$ cat config.mk
export PLATFORM = sky130hd
export DESIGN_NAME = fetch_stage
export DESIGN_NICKNAME = d
export VERILOG_FILES = /design/src/rtl/mips_pkg.sv /design/src/rtl/if_id_reg.sv /design/src/rtl/fetch_stage.sv
export SDC_FILE = /design/constraint.sdc
export NUM_CORES = 1
export LEC_CHECK = 0
export CORE_MARGIN = 2
export CORE_UTILIZATION = 50
export CTS_CLUSTER_SIZE = 25
export DETAILED_ROUTE_END_ITERATION = 10
export GPL_ROUTABILITY_DRIVEN = 0
export PLACE_DENSITY_LB_ADDON = 0.08
export REMOVE_ABC_BUFFERS = 1
export SYNTH_ARGS = -nofsm -noshare
export SYNTH_HDL_FRONTEND = slang
export SYNTH_SLANG_ARGS = --single-unit
$ cat constraint.sdc
create_clock -name clk -period 2.9 [get_ports clk]
set_input_delay 0.29 -clock clk [delete_from_list [all_inputs] [get_ports clk]]
set_output_delay 0.29 -clock clk [all_outputs]
set_load 0.01 [all_outputs]
$ cat src/rtl/mips_pkg.sv
// mips_pkg: constants shared by the MIPS datapath slice.
//   - primary opcode values seen by the control unit
//   - NOP/bubble instruction word
//   - fetch FSM state encoding
//   - default reset PC and a word-alignment helper
package mips_pkg;

  localparam logic [5:0] OP_R    = 6'b000000;
  localparam logic [5:0] OP_ADDI = 6'b001000;
  localparam logic [5:0] OP_LW   = 6'b100011;
  localparam logic [5:0] OP_SW   = 6'b101011;
  localparam logic [5:0] OP_ANDI = 6'b001100;
  localparam logic [5:0] OP_BEQ  = 6'b000100;
  localparam logic [5:0] OP_JAL  = 6'b000011;

  // Bubble word: decodes as sll $0,$0,0, harmless to the control unit.
  localparam logic [31:0] NOP_INSTR = 32'h0000_0000;

  localparam logic [31:0] DEFAULT_RESET_PC = 32'h0000_0000;

  typedef enum logic [1:0] {
    S_BOOT  = 2'd0,
    S_FETCH = 2'd1,
    S_HOLD  = 2'd2
  } fetch_state_e;

  function automatic logic [31:0] word_align(input logic [31:0] a);
    return {a[31:2], 2'b00};
  endfunction

endpackage

$ cat src/rtl/if_id_reg.sv
// if_id_reg: IF/ID pipeline register.
//   clk, rst_n   clock, asynchronous active-low reset
//   flush_i      load a bubble (NOP, valid=0); wins over load_i
//   load_i       capture instr_i/pc4_i as a valid instruction
//   instr_i/pc4_i  incoming instruction word and its PC+4
//   instr_o/pc4_o/valid_o  registered contents; hold when neither control set
module if_id_reg
  import mips_pkg::*;
(
  input  logic        clk,
  input  logic        rst_n,
  input  logic        flush_i,
  input  logic        load_i,
  input  logic [31:0] instr_i,
  input  logic [31:0] pc4_i,
  output logic [31:0] instr_o,
  output logic [31:0] pc4_o,
  output logic        valid_o
);

  always_ff @(posedge clk or negedge rst_n) begin
    if (!rst_n) begin
      instr_o <= NOP_INSTR;
      pc4_o   <= '0;
      valid_o <= 1'b0;
    end else if (flush_i) begin
      instr_o <= NOP_INSTR;
      pc4_o   <= '0;
      valid_o <= 1'b0;
    end else if (load_i) begin
      instr_o <= instr_i;
      pc4_o   <= pc4_i;
      valid_o <= 1'b1;
    end
  end

endmodule

$ cat src/rtl/fetch_stage.sv
// fetch_stage: MIPS instruction-fetch stage (PC, imem handshake, redirects,
// IF/ID register).
//   clk, rst_n                   clock, asynchronous active-low reset
//   imem_req/imem_addr           word fetch request to instruction memory
//   imem_ready/imem_rdata        memory response for the current request
//   stall                        decode cannot accept; IF/ID holds
//   branch_taken/branch_target   redirect (lower priority)
//   jump/jump_target             redirect (higher priority)
//   if_id_instr/if_id_pc4/if_id_valid  IF/ID register contents
//   opcode                       if_id_instr[31:26] to the control unit
//   fetch_cnt/stall_cnt          saturating perf counters, only when
//                                FETCH_PERF_CNT_EN is defined
module fetch_stage
  import mips_pkg::*;
#(
  parameter logic [31:0] RESET_PC = DEFAULT_RESET_PC
) (
  input  logic        clk,
  input  logic        rst_n,
  output logic        imem_req,
  output logic [31:0] imem_addr,
  input  logic        imem_ready,
  input  logic [31:0] imem_rdata,
  input  logic        stall,
  input  logic        branch_taken,
  input  logic [31:0] branch_target,
  input  logic        jump,
  input  logic [31:0] jump_target,
  output logic [31:0] if_id_instr,
  output logic [31:0] if_id_pc4,
  output logic        if_id_valid,
  output logic [5:0]  opcode
`ifdef FETCH_PERF_CNT_EN
  ,
  output logic [31:0] fetch_cnt,
  output logic [31:0] stall_cnt
`endif
);

  fetch_state_e state_q, state_d;
  logic [31:0]  pc_q, pc_d;
  logic         pend_q, pend_d;
  logic [31:0]  pend_tgt_q, pend_tgt_d;
  logic [31:0]  skid_q, skid_d;

  logic         redirect;
  logic [31:0]  redir_tgt;
  logic [31:0]  pc4;
  logic         ifid_flush, ifid_load;
  logic [31:0]  ifid_instr_in;

  assign redirect  = jump | branch_taken;
  assign redir_tgt = word_align(jump ? jump_target : branch_target);
  assign pc4       = pc_q + 32'd4;
  assign imem_addr = pc_q;

  always_ff @(posedge clk or negedge rst_n) begin
    if (!rst_n) begin
      state_q    <= S_BOOT;
      pc_q       <= RESET_PC;
      pend_q     <= 1'b0;
      pend_tgt_q <= '0;
      skid_q     <= '0;
    end else begin
      state_q    <= state_d;
      pc_q       <= pc_d;
      pend_q     <= pend_d;
      pend_tgt_q <= pend_tgt_d;
      skid_q     <= skid_d;
    end
  end

  always_comb begin
    state_d       = state_q;
    pc_d          = pc_q;
    pend_d        = pend_q;
    pend_tgt_d    = pend_tgt_q;
    skid_d        = skid_q;
    imem_req      = 1'b0;
    ifid_flush    = 1'b0;
    ifid_load     = 1'b0;
    ifid_instr_in = imem_rdata;
    case (state_q)
      S_BOOT: begin
        state_d    = S_FETCH;
        ifid_flush = redirect;
        if (redirect) pc_d = redir_tgt;
      end
      S_FETCH: begin
        imem_req = 1'b1;
        if (imem_ready) begin
          if (redirect || pend_q) begin
            // A redirect seen this cycle is newer than a pending one.
            pc_d   = redirect ? redir_tgt : pend_tgt_q;
            pend_d = 1'b0;
          end else if (stall) begin
            skid_d  = imem_rdata;
            state_d = S_HOLD;
          end else begin
            ifid_load = 1'b1;
            pc_d      = pc4;
          end
        end else if (redirect) begin
          // Address must stay stable until the outstanding request completes.
          pend_d     = 1'b1;
          pend_tgt_d = redir_tgt;
        end
        // Redirect beats stall; otherwise a cycle without a new word is a bubble.
        ifid_flush = redirect || (!stall && !ifid_load);
      end
      S_HOLD: begin
        if (redirect) begin
          pc_d       = redir_tgt;
          skid_d     = NOP_INSTR;
          ifid_flush = 1'b1;
          state_d    = S_FETCH;
        end else if (!stall) begin
          // pc still points at the skid word, so pc+4 is its link value.
          ifid_load     = 1'b1;
          ifid_instr_in = skid_q;
          pc_d          = pc4;
          state_d       = S_FETCH;
        end
      end
      default: state_d = S_BOOT;
    endcase
  end

  if_id_reg u_if_id (
    .clk     (clk),
    .rst_n   (rst_n),
    .flush_i (ifid_flush),
    .load_i  (ifid_load),
    .instr_i (ifid_instr_in),
    .pc4_i   (pc4),
    .instr_o (if_id_instr),
    .pc4_o   (if_id_pc4),
    .valid_o (if_id_valid)
  );

  assign opcode = if_id_instr[31:26];

`ifdef FETCH_PERF_CNT_EN
  logic        accept;
  logic [31:0] fetch_cnt_q, stall_cnt_q;

  // Words captured into the skid count here, not again when delivered.
  assign accept = (state_q == S_FETCH) && imem_ready && !redirect && !pend_q;

  always_ff @(posedge clk or negedge rst_n) begin
    if (!rst_n) begin
      fetch_cnt_q <= '0;
      stall_cnt_q <= '0;
    end else begin
      if (accept && (fetch_cnt_q != '1)) fetch_cnt_q <= fetch_cnt_q + 32'd1;
      if (stall && (stall_cnt_q != '1)) stall_cnt_q <= stall_cnt_q + 32'd1;
    end
  end

  assign fetch_cnt = fetch_cnt_q;
  assign stall_cnt = stall_cnt_q;
`endif

endmodule

==> out/summary.txt <==
Routed WL -> 27.0 mm
Total global-route track usage -> 27.9%
CP startpoint kind -> flop
Biggest area contributors in the synthesized netlist -> sky130_fd_sc_hd__dfrtp_1 (45%), sky130_fd_sc_hd__mux2i_1 (6.0%), sky130_fd_sc_hd__a211oi_1 (4.9%)
First DRT Iteration DRCs -> 627
Register bit count reported by yosys -> 164
Area fraction of the dominant cell type after synthesis -> 44.7%
Number of max-slew violations in the final report -> 0
CTS tree -> built
CTS HTree Levels -> 4
Critical path origin -> imem_addr[3]
Max clock buf depth -> 2
Count of buffers added by post-CTS timing repair for setup -> 0
Inserted Clock Buffers -> 17
Core region area -> 18000 µm²
Setup repair after global routing missed its margin -> no
Required time at the worst-slack endpoint -> 3.20 ns
Share of synthesized area occupied by flip-flops and latches -> 44.7%
Pin count of the biggest net entering global routing -> 72
Port Buffer Count -> 201
Worst vdd ir -> 0.506 mV
Mapped Cells -> 934
Number of synthesized flops with an enable pin -> 0
Final instance area -> 12200 µm²
Number of nets in the finished design -> 1234
Slew at the pin closest to its max-slew limit -> 0.715 ns
Critical path, cell by cell -> ha_1 > nand3_1 > or4_1 > or4_4 > nand3_2 > o211ai_2
Slew HR -> 52.3%
Highest clock rate -> 386 MHz
Total DRC errors in the routed layout -> 0
Site row count -> 49
Remaining global-route overflow -> 0
Post-synthesis instance area -> 9170 µm²
Crit path max-delay cell type -> sky130_fd_sc_hd__or4_1
Final-report setup violation count -> 0
Flop2flop setup slack -> 0.31 ns
Clock slew seen by the registers of the worst setup and hold paths -> 0.07 ns
Routed wire length per instance -> 19.7 µm
Finished Layout Cells -> 1369
Final antenna-violating net count -> 0
Root buffer cell -> sky130_fd_sc_hd__clkbuf_16
Crit path arrival time -> 2.89 ns
Capturing element type of the critical path -> flop
Post-layout minimum cycle time -> 2.59 ns
Setup TNS after final layout -> 0 ns
Power Total -> 9.81 mW
Vias in the first global route -> 8093
Proportion of register bits with asynchronous set or reset after synthesis -> 100%
Most repeated cell in the gate-level netlist after synthesis -> sky130_fd_sc_hd__dfrtp_1
Worst path max stage delay -> 0.75 ns
Setup WS post-layout -> 0.310 ns
Diodes inserted -> 0
Pwr/cell area -> 801 nW/µm²
Status -> finished clean
Number of violations of the max-capacitance limit -> 0
Clock latency of the later-clocked register in the worst-skew pair -> 0.43 ns
Antenna violations before repair -> 0
CP bufs+invs -> 0
Largest delay share family, worst path -> simple AND/OR/NAND/NOR gates
Average cell area after synthesis -> 9.82 µm²
Post-Place Cell Area -> 11600 µm²
Number of failing hold endpoints at the final stage -> 0
Number of optimization iterations in the first detailed-route pass -> 6
Post-cts repair resize count -> 0
Placed insts -> 1336
Global-route wire length before repair -> 43.4 mm
Fill cell count -> 1460
CP Max Fanout -> 8
Most frequently used flop master after synthesis -> sky130_fd_sc_hd__dfrtp_1
Number of buffers inserted for hold repair after clock tree synthesis -> 1
Number of clock sinks seen by CTS -> 164
Area overhead of the layout relative to synthesis -> 33.5%
Cell depth of the worst setup path -> 6
DR vias/cell -> 6.05
Setup clock skew after layout -> 0.0124 ns
Cells on worst reg2reg path -> 6
Kind of path behind the tightest hold check -> primary input to asynchronous set/reset pin
Die H -> 139 µm
Fraction of layout instances using a drive strength above 1 -> 13.4%
Cell leakage power -> 4.82 nW
Top cell types by occurrence after synthesis -> sky130_fd_sc_hd__dfrtp_1 (164), sky130_fd_sc_hd__nor2_1 (119), sky130_fd_sc_hd__a211oi_1 (60), sky130_fd_sc_hd__mux2i_1 (55), sky130_fd_sc_hd__a21oi_1 (54)
Worst slack at placement -> 0.359 ns
Fin crit share -> 89.3%
Dpl hpwl -> 18.9 mm
Yosys top cell by area -> sky130_fd_sc_hd__dfrtp_1
Type of the worst setup path -> flop to flop
Count of boundary I/O pins -> 206
Initial Util -> 51.1%
Area of the die -> 19400 µm²
Vias after detailed routing -> 8283
Worst reg2reg path startpoint -> imem_addr[3]
Warnings, synthesis -> 0
Overall die width -> 139 µm
Number of distinct library cells after synthesis -> 76
## path summary, 6_finish.rpt
check,to
max,imem_addr[26]
min,u_if_id.valid_o
max reg2reg,imem_addr[26]
min reg2reg,skid_q[9]
max in group asynchronous,imem_addr[9]
min in group clk,skid_q[9]
## cells by family after synthesis
group,Yosys count,share of synthesized area (%)
flops,164,44.7
compound gates,284,22.1
buf+inv,103,4.95
simple gates,256,14.1
xor+xnor,28,2.67
fa+ha+maj,5,0.682
mux,94,10.8
## per-stage QoR
stage               hold slack (ns)  utilization [%]
floorplan                  -0.00559                -
global placement              0.369             64.9
detailed placement            0.363             64.9
CTS                           0.480             68.2
global route                  0.505             68.2
finish                        0.449             68.2
## final cells by class
cell class                 count  area (µm²)  share of cell area [%]
clock inverter                12         146                    1.20
multi-input combinational    667        4660                    38.1
timing repair buffer         258        2540                    20.7
sequential                   164        4100                    33.5
tap                          229         287                    2.34
clock buffer                  20         437                    3.57
inverter                      19        71.3                   0.583
## worst reg2reg max path, cell delays in order, from the launching register on
cell                       delay (ns)
sky130_fd_sc_hd__dfrtp_1         0.43
sky130_fd_sc_hd__ha_1            0.34
sky130_fd_sc_hd__nand3_1         0.22
sky130_fd_sc_hd__or4_1           0.75
sky130_fd_sc_hd__or4_4           0.56
sky130_fd_sc_hd__nand3_2         0.09
sky130_fd_sc_hd__o211ai_2        0.07
## state kept, by name, summed over array words and instances, names as in the netlist
register and flops:
u_if_id.pc4_o 32, state_q 2, u_if_id.valid_o 1, u_if_id.instr_o 32
skid_q 32, pend_tgt_q 32, imem_addr 32, pend_q 1
## layer usage
| layer | vias up | GRT usage [%] | share of wire [%] |
|---|---|---|---|
| met2 | 337 | 44.3 | 47 |
| met5 | - | 0 | 0 |
| met3 | 54 | 4.99 | 7.6 |
| met4 | 0 | 11.0 | 2.7 |
| li1 | 3859 | - | - |
| met1 | 4033 | 38.3 | 43 |
## power breakdown
part,switching [mW],internal (mW),leakage [nW]
sequential,0.656,2.93,2.13
clock,0.980,1.29,0.267
combinational,2.08,1.89,2.42
total,3.71,6.10,4.82
## cells in the final DEF (no fill, tap or decap), drive strengths merged, types with 5 or more instances in the layout
cell	count
xor2	8
o22ai	8
buf	58
clkinvlp	5
clkbuf	20
nor3	16
clkdlybuf4s50	199
mux2i	55
a22o	36
nand4	13
a221o	5
mux2	39
a221oi	9
inv	21
ha	5
nand2	38
o21ai	38
xnor2	20
o22a	8
a21oi	54
nand3	22
dfrtp	164
a22oi	9
a2bb2oi	8
nor2b	5
o21a	9
nor4	9
nor2	121
a211oi	62
Power figures use the tool's default switching activity.
